`src/rtl/ram_rd_resp_buffer.sv`:
```
// RAM read-response buffer: a small FIFO for RAM read data, with upstream read
// credits so that every launched read is guaranteed a free slot for its response.
module ram_rd_resp_buffer #(
  parameter int DATA_WIDTH  = 32,
  parameter int RAM_LATENCY = 2,
  parameter int DEPTH       = 4,
  localparam int CNT_W      = $clog2(DEPTH + 1)
) (
  input  logic                  clk_i,
  input  logic                  rst_i,
  input  logic                  rd_en_i,
  output logic                  rd_ready_o,
  input  logic [DATA_WIDTH-1:0] rd_data_i,
  input  logic                  rd_data_val_i,
  output logic [DATA_WIDTH-1:0] out_data_o,
  output logic                  out_valid_o,
  input  logic                  out_ready_i,
  output logic [CNT_W-1:0]      used_o,
  output logic                  overflow_o
);

  localparam int PTR_W = (DEPTH > 1) ? $clog2(DEPTH) : 1;
  localparam logic [CNT_W-1:0] FULL_CNT  = CNT_W'(DEPTH);
  localparam logic [CNT_W:0]   CREDITS   = (CNT_W + 1)'(DEPTH);
  localparam logic [PTR_W-1:0] LAST_SLOT = PTR_W'(DEPTH - 1);

  if (DEPTH < 1) begin : g_depth_fatal
    $fatal(1, "ram_rd_resp_buffer: DEPTH must be at least 1");
  end
  if (DEPTH < RAM_LATENCY) begin : g_depth_warn
    $warning("ram_rd_resp_buffer: DEPTH < RAM_LATENCY, back-to-back reads will stall");
  end

  // Handshakes: consumer transfer when out_valid_o & out_ready_i on a rising
  // edge; upstream may launch a read (rd_en_i) only in a cycle where rd_ready_o=1.
  logic [DATA_WIDTH-1:0] mem [DEPTH];
  logic [PTR_W-1:0]      wr_ptr, rd_ptr;
  logic [CNT_W-1:0]      count, in_flight;
  logic                  overflow;
  logic [CNT_W:0]        credits_used;
  logic                  pop, drop, push, illegal_rd, underflow;

  function automatic logic [PTR_W-1:0] next_ptr(input logic [PTR_W-1:0] p);
    return (p == LAST_SLOT) ? '0 : p + 1'b1;
  endfunction

  // Credit check uses registered state only, so rd_ready_o has no input path.
  assign credits_used = {1'b0, in_flight} + {1'b0, count};
  assign rd_ready_o   = credits_used < CREDITS;

  assign pop        = (count != '0) && out_ready_i;
  assign drop       = rd_data_val_i && (count == FULL_CNT);
  assign push       = rd_data_val_i && !drop;
  assign illegal_rd = rd_en_i && !rd_ready_o;
  assign underflow  = rd_data_val_i && !rd_en_i && (in_flight == '0);

  always_ff @(posedge clk_i) begin
    if (push) mem[wr_ptr] <= rd_data_i;
  end

  always_ff @(posedge clk_i or posedge rst_i) begin
    if (rst_i) begin
      wr_ptr    <= '0;
      rd_ptr    <= '0;
      count     <= '0;
      in_flight <= '0;
      overflow  <= 1'b0;
    end else begin
      if (push) wr_ptr <= next_ptr(wr_ptr);
      if (pop)  rd_ptr <= next_ptr(rd_ptr);

      case ({push, pop})
        2'b10:   count <= count + 1'b1;
        2'b01:   count <= count - 1'b1;
        default: count <= count;
      endcase

      // Saturating: an illegal read still counts because the RAM will answer it.
      if (rd_en_i && !rd_data_val_i && (in_flight != '1))
        in_flight <= in_flight + 1'b1;
      else if (!rd_en_i && rd_data_val_i && (in_flight != '0))
        in_flight <= in_flight - 1'b1;

      if (illegal_rd || drop || underflow) overflow <= 1'b1;
    end
  end

  assign out_valid_o = (count != '0);
  assign out_data_o  = mem[rd_ptr];
  assign used_o      = count;
  assign overflow_o  = overflow;

endmodule

```
`config.mk`:
```
export PLATFORM = sky130hd
export DESIGN_NAME = ram_rd_resp_buffer
export DESIGN_NICKNAME = d
export VERILOG_FILES = /design/src/rtl/ram_rd_resp_buffer.sv
export SDC_FILE = /design/constraint.sdc
export NUM_CORES = 1
export LEC_CHECK = 0
export ABC_AREA = 1
export BUFFER_PORTS_ARGS = -buffer_cell sky130_fd_sc_hd__buf_4
export CORE_MARGIN = 2
export CORE_UTILIZATION = 50
export DETAILED_ROUTE_END_ITERATION = 7
export GPL_TIMING_DRIVEN = 0
export PLACE_DENSITY_LB_ADDON = 0.08
export SLEW_MARGIN = 10
export SYNTH_ARGS = -nofsm -noshare
export SYNTH_HDL_FRONTEND = slang
export SYNTH_SLANG_ARGS = --single-unit
```
`constraint.sdc`:
```
create_clock -name clk_i -period 3.1 [get_ports clk_i]
set_input_delay 0.465 -clock clk_i [delete_from_list [all_inputs] [get_ports clk_i]]
set_output_delay 0.465 -clock clk_i [all_outputs]
set_load 0.05 [all_outputs]
```
== Word level (Yosys, flattened, before mapping) ==
Memories as Yosys holds them, arrays and structs flattened.
Cells that the tools add are included.

* Flip-flop bits (word level): 11
* Memories kept: 1
* Output and inout port bits: 38
* Memory bits (writable): 128
* Logic and storage cells: 47

{| class="wikitable"
|+ Memories
! memory !! depth !! width !! read ports !! clocked after Yosys merged registers in !! wr ports !! RTL line !! source
|-
| mem || 4 || 32 || 1 || 0 || 1 || 36 || <nowiki>logic [DATA_WIDTH-1:0] mem [DEPTH];</nowiki>
|}

* Magnitude comparators: 1
* Mux-type cells: 7
* Equal/unequal tests: 6
* Reduce and logical (&&, ||, !) cells: 20
* Add/sub/neg operators: 7

{| class="wikitable"
|+ Operators with widths
! cell !! count
|-
| logical AND 1 bit || 9
|-
| adder 3 x 1 -> 3 bit (second input constant) || 2
|-
| == test 2 bit (second input constant) || 3
|-
| two-way mux 3 bit || 2
|-
| one-hot mux 3 bit (2 select lines) || 1
|-
| nonzero test 3 bit || 2
|-
| subtractor 3 x 1 -> 3 bit (second input constant) || 2
|-
| adder 2 x 1 -> 2 bit (second input constant) || 2
|-
| adder 3 x 3 -> 4 bit || 1
|-
| logical NOT 1 bit || 4
|-
| less-than comparator 4 x 3 -> 1 bit (second input constant) || 1
|-
| two-way mux 2 bit || 2
|-
| nonzero test 2 bit || 2
|-
| == test 3 bit (second input constant) || 1
|-
| logical NOT 3 bit || 1
|-
| != test 3 bit (second input constant) || 1
|-
| == test 2 x 1 -> 1 bit (second input constant) || 1
|-
| logical OR 1 bit || 2
|-
| two-way mux 1 bit || 2
|}

== Depth between registers and ports, before layout ==
* Depth after elaboration: 6
* Depth in mapped cells: 10
* Gate-level depth less buffers: 10

== Worst setup path before layout ==
No wires, ideal clock.

* Path type: register to register
* From: register count[0], in the netlist used_o[0]
* To: memory mem[0][0] (enable)
* Library setup time: 0.421 ns
* Setup slack: 0.194 ns
* Required time: 2.679 ns
* Path buffers: 0
* Cell stages (with the launch flop): 5
* Data arrival time: 2.485 ns
* Period minus slack after synthesis: 2.906 ns
* Cells stage by stage: dfrtp_1 > inv_1 > nand3_1 > nand2_1 > nor2_1

* Cells in the longest elaborated chain, start to end: 6

{| class="wikitable"
|+ RTL lines
! what !! RTL line !! source
|-
| start, declared || 38 || <nowiki>logic [CNT_W-1:0] count, in_flight;</nowiki>
|-
| start signal, assigned || 73 || <nowiki>2'b10: count <= count + 1'b1;</nowiki>
|-
| start signal, assigned || 74 || <nowiki>2'b01: count <= count - 1'b1;</nowiki>
|-
| start signal, assigned || 75 || <nowiki>default: count <= count;</nowiki>
|-
| == test 3 bit || 52 || <nowiki>assign drop = rd_data_val_i && (count == FULL_CNT);</nowiki>
|-
| logical AND 1 bit || 52 ||
|-
| logical NOT 1 bit || 53 || <nowiki>assign push = rd_data_val_i && !drop;</nowiki>
|-
| logical AND 1 bit || 53 ||
|-
| two-way mux 1 bit || 58 || <nowiki>if (push) mem[wr_ptr] <= rd_data_i;</nowiki>
|-
| two-way mux 1 bit (implied by the code) || 58 ||
|-
| end, declared || 36 ||
|}

No other way between the ends.

== Final worst setup path ==
* From: register rd_ptr[1]
* To: output port out_data_o[3]

* Cells in the longest elaborated chain, start to end: 1

{| class="wikitable"
|+ RTL lines
! what !! RTL line !! source
|-
| start, declared || 37 || <nowiki>logic [PTR_W-1:0] wr_ptr, rd_ptr;</nowiki>
|-
| start signal, assigned || 70 || <nowiki>if (pop) rd_ptr <= next_ptr(rd_ptr);</nowiki>
|-
| memory (4 x 32 bit) || n/a ||
|-
| end, declared || 15 || <nowiki>output logic [DATA_WIDTH-1:0] out_data_o,</nowiki>
|}

No other way between the ends.

==> results.toml <==
[final_layout]
multi_input_area_mm2 = 0.001161
area_growth_pct = 26.93
seq_area_mm2 = 0.004119
diodes = 0
fin_util_pct = 64.49
layout-drive-gt1-share_pct = 24.95
fin_nets = 547
layout_common_cells = "edfxtp_1, buf_4, nor2_1, o21ai_0, o22ai_1"
final_common_cell = "edfxtp_1"
final.fill_count = 856

[clock_network]
clock_path_buffers = 2
post_cts_buffers = 0
cts_buffers = 17
htree_levels = 4
clock-sinks = 139
cts_tree = "done"
cts_root_buf = "clkbuf_8"
insertion_delay_ns = 0.52
clk_pin_slew_worst_paths_ns = 0.06
cts_resized = 0
cts_hold_buffers = 1

[place]
port_buffers = 74
dp_hpwl_mm = 7.124
routabilityCongestion = 0.7384

[die]
die_h_um = 108.5
core_area_mm2 = 0.01075
dieWidth_um = 108.5
rows = 38
dieArea_mm2 = 0.01177
io_pins = 75
initial_utilization_pct = 50.80

[logic_synthesis]
synth-seq-cells = 139
yosys-top-cells-area = "edfxtp_1, nor2_1, dfrtp_1, o21ai_0, o22ai_1"
yosys.area.top_type = "edfxtp_1"
synthesis.instances = 402
yosysSeqAreaShare_pct = 75.45
syn_area_per_cell_um2 = 13.58
synth_top_area_share_pct = 70.41
synthDistinctLibCells = 20
synth_warnings = 0
synth_area_mm2 = 0.005459
syn_nets = 449

[detailed_routing]
vias = 3452
drt_iter0_drc = 152
viasPerCell = 5.286
drt-total-wl_mm = 11.60
avgRoutedWirePerCell_um = 17.77
route.detailed.drc = 0
drtPass1Iterations = 4
final_antenna_net_count = 0

[sta]
setup_violations = 0
finalCriticalPeriod_ns = 2.647
fmax_ghz = 0.3778
holdWs_ns = 0.1427
grt_setup_unrepaired = "false"
clock_skew_ns = 0.007737
worst_slew_pin_slew_ns = 0.7234
finalHoldViolations = 0
slew_viol_final = 0
period_share_pct = 85.37
relSlewSlack_pct = 51.66

[power_and_ir_drop]
powerDensity_mw_per_mm2 = 1197
peakVddDrop_mv = 0.8098
p_leak_nw = 2.589

[setup_path]
r2r-start = "used_o[1]"
cp-start-kind = "register"
path_class = "reg2out"
end_kind = "output pin"
worstSetupStartpoint = "rd_ptr[1]"
cp.required_ns = 2.63
arrival_ns = 2.18
cp_max_fo = 10

[grt]
antenna_found_initial = 0
grt_use_total_pct = 21.05
grt_max_degree = 21
grt_pass1_wl_mm = 17.91
grt_remaining_overflow = 0
grt_pass1_vias = 3481

[worst_hold_path]
hold_class = "in2reg"
min-delay-start = "rd_data_i[25]"

[flow_run]
maxCapViolations = 0

[outcome]
outcome = "completed"
[cells by family (layout without fill, tap and decap cells)]
kind of cell	Yosys count	after routing	synth area share, %
AOI/OAI and AO/OA	104	104	10.27
xor gates and xnor gates	2	2	0.3209
adders and majority gates	10	10	2.567
buffers and inverters	41	152	3.827
DFF	139	139	75.45
and+or+nand+nor	106	106	7.564
[cell usage after synthesis]
library cell	instances
a21oi_1	3
buf_2	5
buf_4	1
buf_6	6
clkbuf_1	8
dfrtp_1	11
edfxtp_1	128
fa_1	2
ha_1	8
inv_1	20
inv_2	1
nand2_1	21
nand3_1	10
nor2_1	74
o21ai_0	48
o21ai_1	21
o22ai_1	32
or2_2	1
xnor2_1	1
xor2_1	1
[worst max-delay path, cell delays in order (launching register included)]
cell	delay [ns]
dfrtp_1	0.45
inv_1	0.18
clkbuf_1	0.43
o21ai_0	0.17
o22ai_1	0.19
buf_4	0.24
[cell type report]
type | count | share of cell area [%]
plain buffers | 20 | 1.878
well taps | 140 | 2.528
inverters | 21 | 1.138
clock inverters | 15 | 2.528
multi-input cells | 222 | 16.76
flip-flops and latches | 139 | 59.44
repair buffers | 79 | 9.751
clock buffers | 17 | 5.977
[through the flow]
stage                     setup slack, ns  cells  TNS, ns  total power [mW]  area [µm²]
after CTS                          0.3949    653        0             8.352        6929
after global placement            -0.6864    616   -77.02             6.208        6190
final                              0.4534    653        0             8.292        6929
after global routing               0.2987    653        0             8.684        6929
after floorplan                    0.1935    402        0             5.125        5459
after detailed placement           0.7438    620        0             6.365        6330
[flip-flops by register name, summed over array words and instances, names as in the netlist]
register and flops:
used_o 3, in_flight 3, wr_ptr 2, mem 128
overflow_o 1, rd_ptr 2
[power by group]
part	total, mW	leakage [nW]	switching (mW)	internal [mW]
logic	3.70	0.998	2.62	1.08
clock network	1.98	0.292	0.754	1.22
registers	2.62	1.30	0.146	2.47
total	8.29	2.59	3.52	4.78
[worst paths after layout]
check | endpoint | slack, ns | depth (start not counted)
max in group asynchronous | rd_ptr[0] | 2.26 | 3
worst max-delay path | out_data_o[3] | 0.45 | 5
min in group asynchronous | wr_ptr[1] | 0.52 | 3
worst min register to register | overflow_o | 0.47 | 2
worst min-delay path | mem[2][25] | 0.14 | 1
worst max register to register | used_o[2] | 0.69 | 9
[metal layers]
metal	vias to the layer above	share of wire [%]	GRT usage [%]	wire length, µm
li1	1665	-	-	-
met4	0	1.7	8.974	196
met1	1678	43	27.32	4980
met3	18	5.0	4.280	577
met5	-	0	0	0
met2	91	50	34.64	5848
Power figures use the tool's default switching activity.
